$ cat src/rtl/draw_menu_items_if.sv
// vga_if: one VGA pipeline stage boundary.
//   hcount/vcount : 11-bit pixel position
//   hsync/vsync   : sync pulses
//   hblnk/vblnk   : blanking flags
//   rgb           : 12-bit colour (4 bits per channel)
// Modport "in" is the consumer side, modport "out" the producer side.
interface vga_if;
  logic [10:0] hcount;
  logic [10:0] vcount;
  logic        hsync;
  logic        vsync;
  logic        hblnk;
  logic        vblnk;
  logic [11:0] rgb;

  modport in  (input  hcount, vcount, hsync, vsync, hblnk, vblnk, rgb);
  modport out (output hcount, vcount, hsync, vsync, hblnk, vblnk, rgb);
endinterface

$ cat src/rtl/draw_menu_items.sv
// draw_menu_items: menu background drawer with N_ITEMS stacked item boxes and
// a frame-synchronous highlight cursor.
//   clk, rst_n          : pixel clock, asynchronous active-low reset
//   in  (vga_if.in)     : timing from upstream (upstream rgb is replaced)
//   out (vga_if.out)    : timing delayed by one cycle plus the drawn rgb
//   btn_up/down/sel     : synchronised level buttons
//   sel_idx             : committed highlighted item index
//   sel_valid           : one-cycle pulse when a selection is confirmed
// Optional build macro MENU_BLINK_EN: the highlight blinks with a half-period
// of BLINK_FRAMES frames; a committed move restarts the blink in the lit phase.
module draw_menu_items #(
  parameter int          N_ITEMS      = 4,
  parameter int          ITEM_X0      = 384,
  parameter int          ITEM_Y0      = 160,
  parameter int          ITEM_W       = 256,
  parameter int          ITEM_H       = 64,
  parameter int          ITEM_GAP     = 32,
  parameter logic [11:0] BG_COLOR     = 12'h2_2_4,
  parameter logic [11:0] ITEM_COLOR   = 12'h4_4_8,
  parameter logic [11:0] SEL_COLOR    = 12'hf_c_0,
  parameter int          BLINK_FRAMES = 16,
  parameter int          HOR_PIXELS   = 1024,
  parameter int          VER_PIXELS   = 768,
  localparam int         IDX_W        = $clog2(N_ITEMS)
) (
  input  logic             clk,
  input  logic             rst_n,
  vga_if.in                in,
  vga_if.out               out,
  input  logic             btn_up,
  input  logic             btn_down,
  input  logic             btn_sel,
  output logic [IDX_W-1:0] sel_idx,
  output logic             sel_valid
);

  typedef enum logic [1:0] {
    MOVE_NONE = 2'b00,
    MOVE_UP   = 2'b01,
    MOVE_DOWN = 2'b10
  } move_e;

  localparam logic [11:0] X_LO    = 12'(ITEM_X0);
  localparam logic [11:0] X_HI    = 12'(ITEM_X0 + ITEM_W);
  localparam logic [11:0] H_LAST  = 12'(HOR_PIXELS - 1);
  localparam logic [11:0] V_LAST  = 12'(VER_PIXELS - 1);
  localparam logic [IDX_W-1:0] IDX_LAST = IDX_W'(N_ITEMS - 1);

  // Top row of box i, wrapped to 12 bits like the pixel counters.
  function automatic logic [11:0] box_top(input int i);
    return 12'(ITEM_Y0 + i * (ITEM_H + ITEM_GAP));
  endfunction

  logic [10:0]      hcount_q, vcount_q;
  logic             hsync_q, vsync_q, hblnk_q, vblnk_q;
  logic [11:0]      rgb_q, rgb_nxt;
  logic             vblnk_prev_q;
  logic             btn_up_q, btn_down_q, btn_sel_q;
  logic [IDX_W-1:0] sel_idx_q, sel_idx_d;
  logic             sel_valid_q;
  move_e            pend_q, pend_d;
  logic             rise_up_s, rise_down_s, rise_sel_s, frame_start_s;
  logic [11:0]      h12_s, v12_s, hl_color_s;
  logic             in_box_s, hit_sel_s;
  logic             unused_s;

  assign h12_s         = {1'b0, in.hcount};
  assign v12_s         = {1'b0, in.vcount};
  assign rise_up_s     = btn_up   & ~btn_up_q;
  assign rise_down_s   = btn_down & ~btn_down_q;
  assign rise_sel_s    = btn_sel  & ~btn_sel_q;
  assign frame_start_s = in.vblnk & ~vblnk_prev_q;

`ifdef MENU_BLINK_EN
  localparam int CNT_W = $clog2(BLINK_FRAMES) + 1;
  logic [CNT_W-1:0] blink_cnt_q, blink_cnt_d;
  logic             phase_q, phase_d;

  // Blink counter: advances per frame, restarts when a move commits.
  always_comb begin
    blink_cnt_d = blink_cnt_q;
    phase_d     = phase_q;
    if (frame_start_s) begin
      if (pend_q != MOVE_NONE) begin
        blink_cnt_d = '0;
        phase_d     = 1'b0;
      end else if (blink_cnt_q == CNT_W'(BLINK_FRAMES - 1)) begin
        // Incrementing would reach BLINK_FRAMES: toggle and wrap.
        blink_cnt_d = '0;
        phase_d     = ~phase_q;
      end else begin
        blink_cnt_d = blink_cnt_q + CNT_W'(1);
      end
    end else begin
      blink_cnt_d = blink_cnt_q;
    end
  end

  // Blink state registers.
  always_ff @(posedge clk or negedge rst_n) begin
    if (!rst_n) begin
      blink_cnt_q <= '0;
      phase_q     <= 1'b0;
    end else begin
      blink_cnt_q <= blink_cnt_d;
      phase_q     <= phase_d;
    end
  end

  assign hl_color_s = phase_q ? ITEM_COLOR : SEL_COLOR;
  assign unused_s   = ^in.rgb;
`else
  assign hl_color_s = SEL_COLOR;
  assign unused_s   = (^in.rgb) ^ (BLINK_FRAMES > 0);
`endif

  // Box hit test; boxes never overlap, so at most one can match.
  always_comb begin
    in_box_s  = 1'b0;
    hit_sel_s = 1'b0;
    for (int i = 0; i < N_ITEMS; i++) begin
      if ((h12_s >= X_LO) && (h12_s < X_HI) &&
          (v12_s >= box_top(i)) && (v12_s < box_top(i) + 12'(ITEM_H))) begin
        in_box_s  = 1'b1;
        hit_sel_s = hit_sel_s | (IDX_W'(i) == sel_idx_q);
      end else begin
        in_box_s  = in_box_s;
      end
    end
  end

  // Pixel colour priority: blanking, edge markers, boxes, background.
  always_comb begin
    rgb_nxt = BG_COLOR;
    if (in.vblnk || in.hblnk) begin
      rgb_nxt = 12'h0_0_0;
    end else if (v12_s == 12'd0) begin
      rgb_nxt = 12'hf_f_0;
    end else if (v12_s == V_LAST) begin
      rgb_nxt = 12'hf_0_0;
    end else if (h12_s == 12'd0) begin
      rgb_nxt = 12'h0_f_0;
    end else if (h12_s == H_LAST) begin
      rgb_nxt = 12'h0_0_f;
    end else if (in_box_s) begin
      rgb_nxt = hit_sel_s ? hl_color_s : ITEM_COLOR;
    end else begin
      rgb_nxt = BG_COLOR;
    end
  end

  // Cursor: apply the pending move at frame start, then latch any new edge.
  always_comb begin
    sel_idx_d = sel_idx_q;
    pend_d    = pend_q;
    if (frame_start_s) begin
      case (pend_q)
        MOVE_UP:   sel_idx_d = (sel_idx_q == '0) ? IDX_LAST : sel_idx_q - IDX_W'(1);
        MOVE_DOWN: sel_idx_d = (sel_idx_q == IDX_LAST) ? '0 : sel_idx_q + IDX_W'(1);
        default:   sel_idx_d = sel_idx_q;
      endcase
      pend_d = MOVE_NONE;
    end else begin
      sel_idx_d = sel_idx_q;
    end
    // Simultaneous up and down edges cancel and leave the pending move alone.
    if (rise_up_s && !rise_down_s) begin
      pend_d = MOVE_UP;
    end else if (rise_down_s && !rise_up_s) begin
      pend_d = MOVE_DOWN;
    end else begin
      pend_d = pend_d;
    end
  end

  // Video pipeline stage and control registers.
  always_ff @(posedge clk or negedge rst_n) begin
    if (!rst_n) begin
      hcount_q     <= 11'd0;
      vcount_q     <= 11'd0;
      hsync_q      <= 1'b0;
      vsync_q      <= 1'b0;
      hblnk_q      <= 1'b0;
      vblnk_q      <= 1'b0;
      rgb_q        <= 12'h0_0_0;
      vblnk_prev_q <= 1'b0;
      btn_up_q     <= 1'b0;
      btn_down_q   <= 1'b0;
      btn_sel_q    <= 1'b0;
      sel_idx_q    <= '0;
      sel_valid_q  <= 1'b0;
      pend_q       <= MOVE_NONE;
    end else begin
      hcount_q     <= in.hcount;
      vcount_q     <= in.vcount;
      hsync_q      <= in.hsync;
      vsync_q      <= in.vsync;
      hblnk_q      <= in.hblnk;
      vblnk_q      <= in.vblnk;
      rgb_q        <= rgb_nxt;
      vblnk_prev_q <= in.vblnk;
      btn_up_q     <= btn_up;
      btn_down_q   <= btn_down;
      btn_sel_q    <= btn_sel;
      sel_idx_q    <= sel_idx_d;
      sel_valid_q  <= rise_sel_s;
      pend_q       <= pend_d;
    end
  end

  assign out.hcount = hcount_q;
  assign out.vcount = vcount_q;
  assign out.hsync  = hsync_q;
  assign out.vsync  = vsync_q;
  assign out.hblnk  = hblnk_q;
  assign out.vblnk  = vblnk_q;
  assign out.rgb    = rgb_q;
  assign sel_idx    = sel_idx_q;
  assign sel_valid  = sel_valid_q;

endmodule

$ cat src/flat_wrapper.sv
// flat-port wrapper written by rule: the top's interface ports become plain ports
module draw_menu_items_flat 
#(
  parameter int          N_ITEMS      = 4,
  parameter int          ITEM_X0      = 384,
  parameter int          ITEM_Y0      = 160,
  parameter int          ITEM_W       = 256,
  parameter int          ITEM_H       = 64,
  parameter int          ITEM_GAP     = 32,
  parameter logic [11:0] BG_COLOR     = 12'h2_2_4,
  parameter logic [11:0] ITEM_COLOR   = 12'h4_4_8,
  parameter logic [11:0] SEL_COLOR    = 12'hf_c_0,
  parameter int          BLINK_FRAMES = 16,
  parameter int          HOR_PIXELS   = 1024,
  parameter int          VER_PIXELS   = 768,
  localparam int         IDX_W        = $clog2(N_ITEMS)
)
  (clk, rst_n, btn_up, btn_down, btn_sel, sel_idx, sel_valid, in_hcount, in_vcount, in_hsync, in_vsync, in_hblnk, in_vblnk, in_rgb, out_hcount, out_vcount, out_hsync, out_vsync, out_hblnk, out_vblnk, out_rgb);
  vga_if in_i ();
  vga_if out_i ();
  input  logic clk;
  input  logic rst_n;
  input  logic btn_up;
  input  logic btn_down;
  input  logic btn_sel;
  output logic [IDX_W-1:0] sel_idx;
  output logic sel_valid;
  input wire logic [$bits(in_i.hcount)-1:0] in_hcount;
  input wire logic [$bits(in_i.vcount)-1:0] in_vcount;
  input wire logic [$bits(in_i.hsync)-1:0] in_hsync;
  input wire logic [$bits(in_i.vsync)-1:0] in_vsync;
  input wire logic [$bits(in_i.hblnk)-1:0] in_hblnk;
  input wire logic [$bits(in_i.vblnk)-1:0] in_vblnk;
  input wire logic [$bits(in_i.rgb)-1:0] in_rgb;
  output wire logic [$bits(out_i.hcount)-1:0] out_hcount;
  output wire logic [$bits(out_i.vcount)-1:0] out_vcount;
  output wire logic [$bits(out_i.hsync)-1:0] out_hsync;
  output wire logic [$bits(out_i.vsync)-1:0] out_vsync;
  output wire logic [$bits(out_i.hblnk)-1:0] out_hblnk;
  output wire logic [$bits(out_i.vblnk)-1:0] out_vblnk;
  output wire logic [$bits(out_i.rgb)-1:0] out_rgb;
  assign in_i.hcount = in_hcount;
  assign in_i.vcount = in_vcount;
  assign in_i.hsync = in_hsync;
  assign in_i.vsync = in_vsync;
  assign in_i.hblnk = in_hblnk;
  assign in_i.vblnk = in_vblnk;
  assign in_i.rgb = in_rgb;
  assign out_hcount = out_i.hcount;
  assign out_vcount = out_i.vcount;
  assign out_hsync = out_i.hsync;
  assign out_vsync = out_i.vsync;
  assign out_hblnk = out_i.hblnk;
  assign out_vblnk = out_i.vblnk;
  assign out_rgb = out_i.rgb;
  draw_menu_items #(.N_ITEMS(N_ITEMS), .ITEM_X0(ITEM_X0), .ITEM_Y0(ITEM_Y0), .ITEM_W(ITEM_W), .ITEM_H(ITEM_H), .ITEM_GAP(ITEM_GAP), .BG_COLOR(BG_COLOR), .ITEM_COLOR(ITEM_COLOR), .SEL_COLOR(SEL_COLOR), .BLINK_FRAMES(BLINK_FRAMES), .HOR_PIXELS(HOR_PIXELS), .VER_PIXELS(VER_PIXELS)) u_core (.clk(clk), .rst_n(rst_n), .in(in_i), .out(out_i), .btn_up(btn_up), .btn_down(btn_down), .btn_sel(btn_sel), .sel_idx(sel_idx), .sel_valid(sel_valid));
endmodule
$ cat config.mk
export PLATFORM = sky130hd
export DESIGN_NAME = draw_menu_items_flat
export DESIGN_NICKNAME = d
export VERILOG_FILES = /design/src/rtl/draw_menu_items_if.sv /design/src/rtl/draw_menu_items.sv /design/src/flat_wrapper.sv
export SDC_FILE = /design/constraint.sdc
export NUM_CORES = 1
export LEC_CHECK = 0
export ABC_AREA = 1
export BUFFER_PORTS_ARGS = -buffer_cell sky130_fd_sc_hd__buf_2
export CORE_MARGIN = 8
export CORE_UTILIZATION = 41
export DETAILED_ROUTE_END_ITERATION = 10
export PLACE_DENSITY_LB_ADDON = 0.1
export SETUP_SLACK_MARGIN = 0.1
export SKIP_CTS_REPAIR_TIMING = 1
export SLEW_MARGIN = 0
export SYNTH_ARGS = -nofsm -noshare
export SYNTH_HDL_FRONTEND = slang
export SYNTH_SLANG_ARGS = --single-unit
export TNS_END_PERCENT = 5
$ cat constraint.sdc
create_clock -name clk -period 1.1 [get_ports clk]
set_input_delay 0.33 -clock clk [delete_from_list [all_inputs] [get_ports clk]]
set_output_delay 0.33 -clock clk [all_outputs]
set_load 0.05 [all_outputs]
==> results of run 1 <==
-- synth_stat cells --
cell type	count	area share
sky130_fd_sc_hd__dfrtp_1	44	0.62
sky130_fd_sc_hd__nand2_1	40	0.084
sky130_fd_sc_hd__inv_1	29	0.061
sky130_fd_sc_hd__nor2_1	22	0.046
sky130_fd_sc_hd__nand3_1	12	0.034
sky130_fd_sc_hd__o21ai_0	6	0.017
sky130_fd_sc_hd__ha_1	5	0.035
sky130_fd_sc_hd__nor3_1	5	0.014
sky130_fd_sc_hd__nand4_1	4	0.014
sky130_fd_sc_hd__nor2_2	4	0.014
sky130_fd_sc_hd__a21oi_1	2	0.0056
sky130_fd_sc_hd__buf_4	2	0.0084
sky130_fd_sc_hd__nand2_2	2	0.0070
sky130_fd_sc_hd__a21oi_2	1	0.0049
sky130_fd_sc_hd__inv_2	1	0.0021
sky130_fd_sc_hd__nand2_4	1	0.0063
sky130_fd_sc_hd__nand3_2	1	0.0056
sky130_fd_sc_hd__nand3b_1	1	0.0042
sky130_fd_sc_hd__nor3_2	1	0.0056
sky130_fd_sc_hd__nor4_1	1	0.0035
sky130_fd_sc_hd__o211ai_1	1	0.0042
sky130_fd_sc_hd__o21ai_1	1	0.0028
sky130_fd_sc_hd__xnor2_1	1	0.0049
-- path summary, 6_finish.rpt --
check,to,slack [ns],depth (start not counted)
max in group asynchronous,u_core.sel_idx[1]$_DFFE_PN0P_,0.87,2
min reg2reg,u_core.sel_valid$_DFF_PN0_,0.40,1
min in group clk,u_core.out.hsync$_DFF_PN0_,0.15,1
max,sel_idx[0],-0.14,1
min,u_core.out.hsync$_DFF_PN0_,0.01,2
max reg2reg,u_core.out.rgb[9]$_DFF_PN0_,-0.12,8
-- cell type report --
| class | count | area [um^2] |
|---|---|---|
| multi-input combinational | 111 | 611 |
| tap | 52 | 65.1 |
| inverter | 30 | 113 |
| clock inverter | 1 | 7.51 |
| timing repair buffer | 85 | 722 |
| clock buffer | 7 | 86.3 |
| fill | 361 | 1560 |
| sequential | 44 | 1100 |
-- metrics by stage --
step	hold WS [ns]	area (um^2)
final	0.0130	2710
after global routing	0.0135	2710
after CTS	0.0105	2400
after detailed placement	0.327	2310
after global placement	0.324	2310
after floorplan	0.0344	1790
-- worst reg2reg max path, stage by stage, from the launching register on --
cell and delay, ns:
sky130_fd_sc_hd__dfrtp_2 0.43, sky130_fd_sc_hd__inv_2 0.06, sky130_fd_sc_hd__ha_2 0.19, sky130_fd_sc_hd__nand2_1 0.09, sky130_fd_sc_hd__nand2_1 0.07, sky130_fd_sc_hd__nor2_2 0.11
sky130_fd_sc_hd__nand2_2 0.07, sky130_fd_sc_hd__nand2_1 0.06, sky130_fd_sc_hd__nand2_1 0.05
-- metal layers --
layer,GRT usage,share of wire,up-vias
li1,-,-,757
met5,0,0,-
met2,0.223,0.52,44
met1,0.135,0.38,699
met3,0.0372,0.082,7
met4,0.0439,0.014,0
-- state kept, by name (all words and copies together), names as in the netlist --
name,flops
u_core.btn_down_q,1
u_core.btn_sel_q,1
u_core.btn_up_q,1
u_core.out.hblnk,1
u_core.out.hcount,11
u_core.out.hsync,1
u_core.out.rgb,10
u_core.out.vblnk,1
u_core.out.vcount,11
u_core.out.vsync,1
u_core.pend_q,2
u_core.sel_idx,2
u_core.sel_valid,1
-- where the power goes --
part	total, mW	internal (mW)	switching [mW]	leakage [nW]
combinational	1.16	0.466	0.698	0.868
sequential	1.83	1.73	0.0946	0.534
clock	1.02	0.510	0.508	0.0445
total	4.01	2.71	1.30	1.45
-- logic make-up (layout without fill, tap and decap cells) --
| group | count (synthesis) | in the layout | share of synthesized area |
|---|---|---|---|
| AO/OA/AOI/OAI | 11 | 11 | 0.0343 |
| XOR/XNOR | 1 | 1 | 0.00490 |
| adder cells (fa/ha/maj) | 5 | 5 | 0.0350 |
| buffers and inverters | 32 | 123 | 0.0714 |
| flip-flops | 44 | 44 | 0.616 |
| AND/OR/NAND/NOR | 94 | 94 | 0.238 |
==> flow_summary.json, run 1 <==
{
  "report.final.setup_viol": 47,
  "fmax_ghz": 0.807,
  "avgRoutedWirePerCell_um": 12.8,
  "drt_pass1_iterations": 4,
  "ant_nets": 0,
  "cts_inserted_buffers": 5,
  "netlist_instances": 187,
  "num-nets-final": 325,
  "core_area_um2": 4260,
  "cap_violations": 0,
  "timing.critical_path.from": "u_core.sel_idx[0]$_DFFE_PN0P_",
  "detailedPlacementHpwl_mm": 3.25,
  "worstPathCellList": "buf_6",
  "groute.usage.overall": 0.124,
  "source_to_sink_clock_delay_at_the_later_pin_of_the_worst_skew_pair_ns": 0.29,
  "detail_route.wirelength_mm": 4.21,
  "final-hold-violation-count": 0,
  "synth_area_um2": 1790,
  "clk_root_buffer_cell": "sky130_fd_sc_hd__clkbuf_8",
  "ios": 84,
  "post_layout_nonfiller_instances": 330,
  "clock_tree.htree_level_count": 2,
  "via_count": 1507,
  "vdd_ir_drop_max_mv": 1.05,
  "delay_of_the_slowest_cell_on_the_worst_path_ns": 0.45,
  "cp.arrival_ns": 0.91,
  "rsz_0062_raised_after_global_routing": "true",
  "failed_checks": "setup timing",
  "placed_cells_incl_taps": 321,
  "dieArea_um2": 6730,
  "cts-root-to-sink-buffers": 2,
  "clk_transition_reported_paths_ns": 0.08,
  "grt_antenna_before_repair": 0,
  "fin_tns_setup_ns": -2.86,
  "antenna_diode_count": 0,
  "path_max_fanout": 5,
  "syn-num-nets": 235,
  "timing.final.max_slew_violations": 0,
  "initial_utilization": 0.419,
  "clock-skew-final_ns": 0.00309,
  "final_cell_mix": "sky130_fd_sc_hd__dfrtp_1, sky130_fd_sc_hd__nand2_1, sky130_fd_sc_hd__buf_6",
  "wire_length_of_the_first_global_routing_pass_mm": 6.45,
  "finalWorstSetupSlack_ns": -0.139,
  "drc": 0,
  "detail_route.iter0.violations": 37,
  "fraction_of_layout_cells_with_a_size_suffix_above_1": 0.435,
  "timing.critical_path.buf_inv": 1,
  "tritoncts_num_sinks": 44,
  "flow.area_growth_from_synthesis_pct": 51.5,
  "min-delay-path-class": "input pin to async pin",
  "global_route.overflow_total": 0,
  "powerDensity_nw_per_um2": 1480,
  "io_port_bufs": 71,
  "vias_cell": 4.57,
  "place_ws_ns": -0.368,
  "die_h_um": 82.0,
  "final_util": 0.635,
  "worst_slew_margin_rel": 0.845,
  "first_global_vias": 1514,
  "tritoncts": "yes",
  "synth_cell_type_count": 23,
  "yosys_register_bits": 44,
  "crit_reg_reg_startpoint": "u_core.sel_idx[0]$_DFFE_PN0P_",
  "cp_slowest_cell": "sky130_fd_sc_hd__dfrtp_2",
  "worst_setup_path_category": "flop to primary output",
  "startpoint_type": "flop",
  "p_total_mw": 4.01,
  "min_period_over_period": 1.13,
  "grt_max_degree": 45,
  "layout.cells.most_common": "sky130_fd_sc_hd__dfrtp_1",
  "critPathTopFamily": "flip-flops",
  "yosys_warnings": 0,
  "synthesis.area_per_instance_um2": 9.55,
  "place.gp.congestion": 0.866,
  "die_w_um": 82.0,
  "std_cell_rows": 24,
  "ys_seq_area_frac": 0.616,
  "cellLeakagePower_nw": 1.45,
  "max_slew.worst_pin.slew_ns": 0.231,
  "post-route-min-period_ns": 1.24,
  "critical_path.endpoint_type": "primary output",
  "outcome": "finished, violations left",
  "critical_path_required_time_ns": 0.77
}
Note: power is estimated with default switching activity, not from simulation.
==> run 2, diff against run 1 <==
--- a/config.mk
+++ b/config.mk
@@ -8,7 +8,7 @@
 export ABC_AREA = 1
 export BUFFER_PORTS_ARGS = -buffer_cell sky130_fd_sc_hd__buf_2
 export CORE_MARGIN = 8
-export CORE_UTILIZATION = 41
+export CORE_UTILIZATION = 45
 export DETAILED_ROUTE_END_ITERATION = 10
 export PLACE_DENSITY_LB_ADDON = 0.1
 export SETUP_SLACK_MARGIN = 0.1
==> constraint.sdc (replaced) <==
create_clock -name clk -period 1.3 [get_ports clk]
set_input_delay 0.39 -clock clk [delete_from_list [all_inputs] [get_ports clk]]
set_output_delay 0.39 -clock clk [all_outputs]
set_load 0.05 [all_outputs]
==> run 2 against run 1 <==
- the run still ends with setup timing left
- via count down 2.5%
- clock-buffer cell count down 1
- critical path type unchanged
- core utilization rose by 5.1 points
- combinational power fell by 20%
- final cell count down 1.8%
- worst hold slack better by 0.035 ns
- sequential share of layout area grew 0.36 points
- critical endpoint unchanged
- sequential power shrank 16%
- die area is 7.2% lower
- cell area decreased by 0.88%
- highest routed layer unchanged
- register-to-register slack better by 0.20 ns
==> flow_summary.json, run 2 (synthesized netlist as in run 1, its figures left out) <==
{
  "std_cell_rows": 23,
  "dr_wl_met2_mm": 2.09,
  "wl_met3_um": 300,
  "startpoint_type": "flop",
  "final-hold-violation-count": 0,
  "cellLeakagePower_nw": 1.46,
  "core_area_um2": 3910,
  "dieArea_um2": 6240,
  "critical_path.endpoint_type": "primary output",
  "groute.usage.overall": 0.129,
  "path_max_fanout": 5,
  "vdd_ir_drop_max_mv": 1.04,
  "critPathTopFamily": "flip-flops",
  "drc": 0,
  "avgRoutedWirePerCell_um": 12.6,
  "detail_route.iter0.violations": 54,
  "routed.top_layer": "met4",
  "tritoncts": "yes",
  "clock-skew-final_ns": 0.00603,
  "drt_pass1_iterations": 4,
  "clock_tree.htree_level_count": 2,
  "ios": 84,
  "via_count": 1469,
  "grt_max_degree": 45,
  "min_period_over_period": 1.00,
  "wire_length_of_the_first_global_routing_pass_mm": 6.34,
  "rsz_0062_raised_after_global_routing": "true",
  "worst_setup_path_category": "flop to primary output",
  "cts_inserted_buffers": 5,
  "flow.area_growth_from_synthesis_pct": 50.2,
  "post_layout_nonfiller_instances": 324,
  "powerDensity_nw_per_um2": 1330,
  "final_cell_mix": "sky130_fd_sc_hd__dfrtp_1, sky130_fd_sc_hd__nand2_1, sky130_fd_sc_hd__buf_6",
  "cap_violations": 0,
  "place.gp.congestion": 0.746,
  "global_route.overflow_total": 0,
  "io_port_bufs": 71,
  "clk_root_buffer_cell": "sky130_fd_sc_hd__clkbuf_8",
  "critical_path_required_time_ns": 0.91,
  "first_global_vias": 1434,
  "vias_cell": 4.53,
  "post-route-cell-area_um2": 2680,
  "report.final.setup_viol": 1,
  "detailed_place.area_um2": 2280,
  "worst_slew_margin_rel": 0.834,
  "antenna_diode_count": 0,
  "finalWorstSetupSlack_ns": -0.00441,
  "layout.cells.most_common": "sky130_fd_sc_hd__dfrtp_1",
  "timing.critical_path.buf_inv": 1,
  "source_to_sink_clock_delay_at_the_later_pin_of_the_worst_skew_pair_ns": 0.30,
  "detailedPlacementHpwl_mm": 3.05,
  "ant_nets": 0,
  "tritoncts_num_sinks": 44,
  "cp.arrival_ns": 0.91,
  "fraction_of_layout_cells_with_a_size_suffix_above_1": 0.416,
  "die_w_um": 79.0,
  "initial_utilization": 0.457,
  "die_h_um": 79.0,
  "num-nets-final": 321,
  "clk_transition_reported_paths_ns": 0.08,
  "outcome": "finished, violations left",
  "timing.final.max_slew_violations": 0,
  "placed_cells_incl_taps": 316,
  "routedLengthMet1_mm": 1.64,
  "delay_of_the_slowest_cell_on_the_worst_path_ns": 0.45,
  "cp_slowest_cell": "sky130_fd_sc_hd__dfrtp_2",
  "max_slew.worst_pin.slew_ns": 0.251,
  "min-delay-path-class": "input pin to async pin",
  "worstPathCellList": "buf_6",
  "cts-root-to-sink-buffers": 2,
  "detail_route.wirelength_mm": 4.10,
  "fmax_ghz": 0.767,
  "grt_antenna_before_repair": 0,
  "post-route-min-period_ns": 1.30,
  "p_total_mw": 3.56,
  "failed_checks": "setup timing"
}
run 2: through the flow:
step	hold WS [ns]	setup WS, ns	setup TNS [ns]	util
floorplan	0.0944	0.00414	0	-
global placement	0.379	-0.216	-1.51	0.584
detailed placement	0.386	-0.208	-1.50	0.584
CTS	0.0610	-0.0938	-0.176	0.615
global route	0.0609	-0.0411	-0.191	0.686
finish	0.0480	-0.00441	-0.00441	0.686
run 2: per-layer routing:
layer / up-vias / track usage
met5: - / 0
met4: 0 / 0.0611
met3: 5 / 0.0474
met2: 42 / 0.216
met1: 670 / 0.141
li1: 752 / -
run 2: cell type report:
cell class / instances / area (um^2)
clock buffer: 6 / 82.6
clock inverter: 2 / 38.8
fill: 304 / 1230
inverter: 30 / 113
multi-input combinational: 111 / 602
sequential: 44 / 1100
tap: 50 / 62.6
timing repair buffer: 81 / 682
run 2: path summary, 6_finish.rpt:
path / start / to / slack, ns / cells after the start
worst max-delay path: u_core.sel_idx[0]$_DFFE_PN0P_ / sel_idx[0] / -0.004 / 1
worst min-delay path: rst_n / u_core.btn_sel_q$_DFF_PN0_ / 0.05 / 2
worst max register to register: u_core.sel_idx[0]$_DFFE_PN0P_ / u_core.out.rgb[7]$_DFF_PN0_ / 0.08 / 7
worst min register to register: u_core.btn_sel_q$_DFF_PN0_ / u_core.sel_valid$_DFF_PN0_ / 0.40 / 1
max in group asynchronous: rst_n / u_core.sel_idx[1]$_DFFE_PN0P_ / 1.01 / 2
min in group clk: in_vsync / u_core.out.vsync$_DFF_PN0_ / 0.20 / 1
run 2: where the power goes:
part           total [mW]  internal, mW  switching, mW
registers            1.54          1.47         0.0776
logic               0.927         0.356          0.571
clock network        1.09         0.628          0.463
total                3.56          2.45           1.11
==> run 3, diff against run 2 <==
--- a/config.mk
+++ b/config.mk
@@ -5,7 +5,6 @@
 export SDC_FILE = /design/constraint.sdc
 export NUM_CORES = 1
 export LEC_CHECK = 0
-export ABC_AREA = 1
 export BUFFER_PORTS_ARGS = -buffer_cell sky130_fd_sc_hd__buf_2
 export CORE_MARGIN = 8
 export CORE_UTILIZATION = 45
==> run 3 against run 2 <==
- combinational power increased by 36%
- worst hold slack improved by 0.014 ns
- power increased by 7.0%
- critical endpoint is now u_core.out.rgb[3]$_DFF_PN0_
- clock-buffer cell count unchanged
- die area decreased by 4.6%
- largest cell class unchanged
- the run still ends with setup timing left
- area after synthesis decreased by 5.8%
- via count decreased by 5.8%
==> flow_summary.json, run 3 <==
{
  "outcome": "finished, violations left",
  "failed_checks": "setup timing",
  "global_route.usage.met2": 0.255,
  "source_to_sink_clock_delay_at_the_later_pin_of_the_worst_skew_pair_ns": 0.29,
  "flow.area_growth_from_synthesis_pct": 64.2,
  "groute.usage.overall": 0.140,
  "vias_cell": 4.91,
  "detail_route.iter0.violations": 54,
  "critical_path.reg2reg.endpoint": "u_core.out.rgb[3]$_DFF_PN0_",
  "synth_area_um2": 1680,
  "rsz_0062_raised_after_global_routing": "true",
  "std_cell_rows": 22,
  "path_max_fanout": 4,
  "timing.critical_path.buf_inv": 0,
  "filler_cell_count": 239,
  "final-hold-violation-count": 0,
  "cap_violations": 0,
  "synth.top_cells.by_area": "sky130_fd_sc_hd__dfrtp_1, sky130_fd_sc_hd__ha_1, sky130_fd_sc_hd__a21oi_1",
  "syn-num-nets": 175,
  "place.gp.congestion": 0.795,
  "yosys_register_bits": 44,
  "clock_tree.htree_level_count": 2,
  "cts_inserted_buffers": 5,
  "synth_cell_type_count": 36,
  "synth_ff_type": "sky130_fd_sc_hd__dfrtp_1",
  "synth.largest_area_cell": "sky130_fd_sc_hd__dfrtp_1",
  "drt_pass1_iterations": 4,
  "place_ws_ns": -0.471,
  "vdd_ir_drop_max_mv": 1.17,
  "die_w_um": 77.2,
  "delay_of_the_slowest_cell_on_the_worst_path_ns": 0.48,
  "num-nets-final": 281,
  "drc": 0,
  "dieArea_um2": 5950,
  "avgRoutedWirePerCell_um": 15.8,
  "io_port_bufs": 71,
  "report.final.setup_viol": 11,
  "powerDensity_nw_per_um2": 1380,
  "startpoint_type": "flop",
  "synth_enable_flop_cells": 0,
  "worst_slew_margin_rel": 0.690,
  "ys_seq_area_frac": 0.654,
  "ant_nets": 0,
  "detail_route.wirelength_mm": 4.47,
  "netlist_instances": 127,
  "endpoint": "u_core.out.rgb[3]$_DFF_PN0_",
  "timing.final.max_slew_violations": 0,
  "clk_transition_reported_paths_ns": 0.08,
  "final_cell_mix": "sky130_fd_sc_hd__dfrtp_1, sky130_fd_sc_hd__buf_6, sky130_fd_sc_hd__buf_4",
  "grt_use_met1": 0.134,
  "clk_root_buffer_cell": "sky130_fd_sc_hd__clkbuf_8",
  "grt_max_degree": 45,
  "tritoncts": "yes",
  "grt_antenna_before_repair": 0,
  "fmax_ghz": 0.542,
  "grt-busiest-layer": "met2",
  "tritoncts_num_sinks": 44,
  "worst_setup_path_category": "flop to flop",
  "die_h_um": 77.2,
  "wire_length_of_the_first_global_routing_pass_mm": 6.82,
  "global_route.usage.met3": 0.0594,
  "ios": 84,
  "critPathTopFamily": "multiplexers",
  "p_total_mw": 3.81,
  "post-route-min-period_ns": 1.84,
  "cp_slowest_cell": "sky130_fd_sc_hd__mux4_2",
  "synth.most_common_cell": "sky130_fd_sc_hd__dfrtp_1",
  "fraction_of_layout_cells_with_a_size_suffix_above_1": 0.568,
  "max_slew.worst_pin.slew_ns": 0.464,
  "via_count": 1384,
  "crit_reg_reg_startpoint": "u_core.sel_idx[1]$_DFFE_PN0P_",
  "timing.critical_path.from": "u_core.sel_idx[1]$_DFFE_PN0P_",
  "asyncSetResetFlopFracSynth": 1.00,
  "worstPathCellList": "ha_4, nor2b_4, mux4_2, a32oi_4, a21oi_2, nor4_2",
  "min-delay-path-class": "input pin to async pin",
  "finalWorstSetupSlack_ns": -0.545,
  "cp.arrival_ns": 2.04,
  "detailedPlacementHpwl_mm": 3.27,
  "initial_utilization": 0.463,
  "cts-root-to-sink-buffers": 2,
  "antenna_diode_count": 0,
  "critical_path_cell_count": 6,
  "layout.cells.most_common": "sky130_fd_sc_hd__dfrtp_1",
  "yosys_warnings": 0,
  "synth_common_cells": "sky130_fd_sc_hd__dfrtp_1, sky130_fd_sc_hd__a21oi_1, sky130_fd_sc_hd__nand2_1, sky130_fd_sc_hd__nor2_1",
  "core_area_um2": 3630,
  "synthesis.area_per_instance_um2": 13.3,
  "cellLeakagePower_nw": 1.32,
  "first_global_vias": 1522,
  "worst-r2r-cell-count": 6,
  "critical_path.endpoint_type": "flop",
  "global_route.overflow_total": 0,
  "clock-skew-final_ns": 0.00173,
  "min_period_over_period": 1.42,
  "regToRegSetupSlack_ns": -0.54,
  "critical_path_required_time_ns": 1.49,
  "netlist.area_leader.share": 0.654
}
-- run 3: cell count changes after synthesis, sizes merged, moves of 2 or more --
cell,before,now
nand4,4,2
and3b,0,2
nor3,6,3
nor4,1,7
inv,30,4
nor2b,0,3
a21oi,3,7
xor2,0,2
nor2,26,7
nand3,13,4
nand2b,0,3
nand2,43,7
or2,0,4
-- run 3: layout make-up --
cell class	count	area, um^2	share of cell area
tap	48	60.1	0.0217
inverter	4	15.0	0.00543
sequential	44	1100	0.399
clock inverter	2	35.0	0.0127
clock buffer	6	72.6	0.0263
timing repair buffer	102	846	0.306
multi-input combinational	76	632	0.229
-- run 3: through the flow --
step / instance area, um^2 / setup TNS (ns) / cells / hold WS (ns) / util
after floorplan: 1690 / -3.15 / 127 / 0.0944 / -
after global placement: 2310 / -3.97 / 273 / 0.378 / 0.637
after global routing: 2760 / -3.51 / 282 / 0.0805 / 0.761
after detailed placement: 2310 / -4.21 / 273 / 0.383 / 0.637
final: 2760 / -2.39 / 282 / 0.0620 / 0.761
after CTS: 2420 / -2.88 / 281 / 0.0658 / 0.667
-- run 3: how the worst min path moves through the flow --
| stage | startpoint | endpoint | cells after the start |
|---|---|---|---|
| finish | rst_n | u_core.out.hsync$_DFF_PN0_ | 2 |
| global route | rst_n | u_core.out.vcount[1]$_DFF_PN0_ | 2 |
| CTS | rst_n | u_core.out.hsync$_DFF_PN0_ | 2 |
| detailed placement | rst_n | u_core.out.hsync$_DFF_PN0_ | 2 |
| global placement | rst_n | u_core.out.hsync$_DFF_PN0_ | 2 |
| floorplan | rst_n | u_core.btn_down_q$_DFF_PN0_ | 0 |
-- run 3: logic make-up after synthesis --
kind of cell | after synthesis | synth area share
buf+inv | 7 | 0.0245
xor+xnor | 2 | 0.0104
simple gates | 47 | 0.167
fa+ha+maj | 5 | 0.0372
mux | 2 | 0.0193
compound gates | 20 | 0.0877
flops | 44 | 0.654
-- run 3: metal layers --
| metal | part of all wire | wire (um) | vias up |
|---|---|---|---|
| met5 | 0 | 0 | - |
| met4 | 0.0099 | 44 | 0 |
| met3 | 0.062 | 278 | 5 |
| met2 | 0.56 | 2500 | 42 |
| met1 | 0.37 | 1650 | 683 |
| li1 | - | - | 654 |
-- run 3: worst reg2reg max path: cells and delay by family (launching register included) --
kind / cells / cell delay, ns
AND/OR/NAND/NOR: 2 / 0.33
multiplexers: 1 / 0.48
flip-flops: 1 / 0.45
adder cells (fa/ha/maj): 1 / 0.18
AO/OA/AOI/OAI: 2 / 0.31
-- run 3: report_power, final --
group,internal (mW),switching (mW)
Sequential,1.46,0.0741
Clock,0.570,0.438
Combinational,0.583,0.679
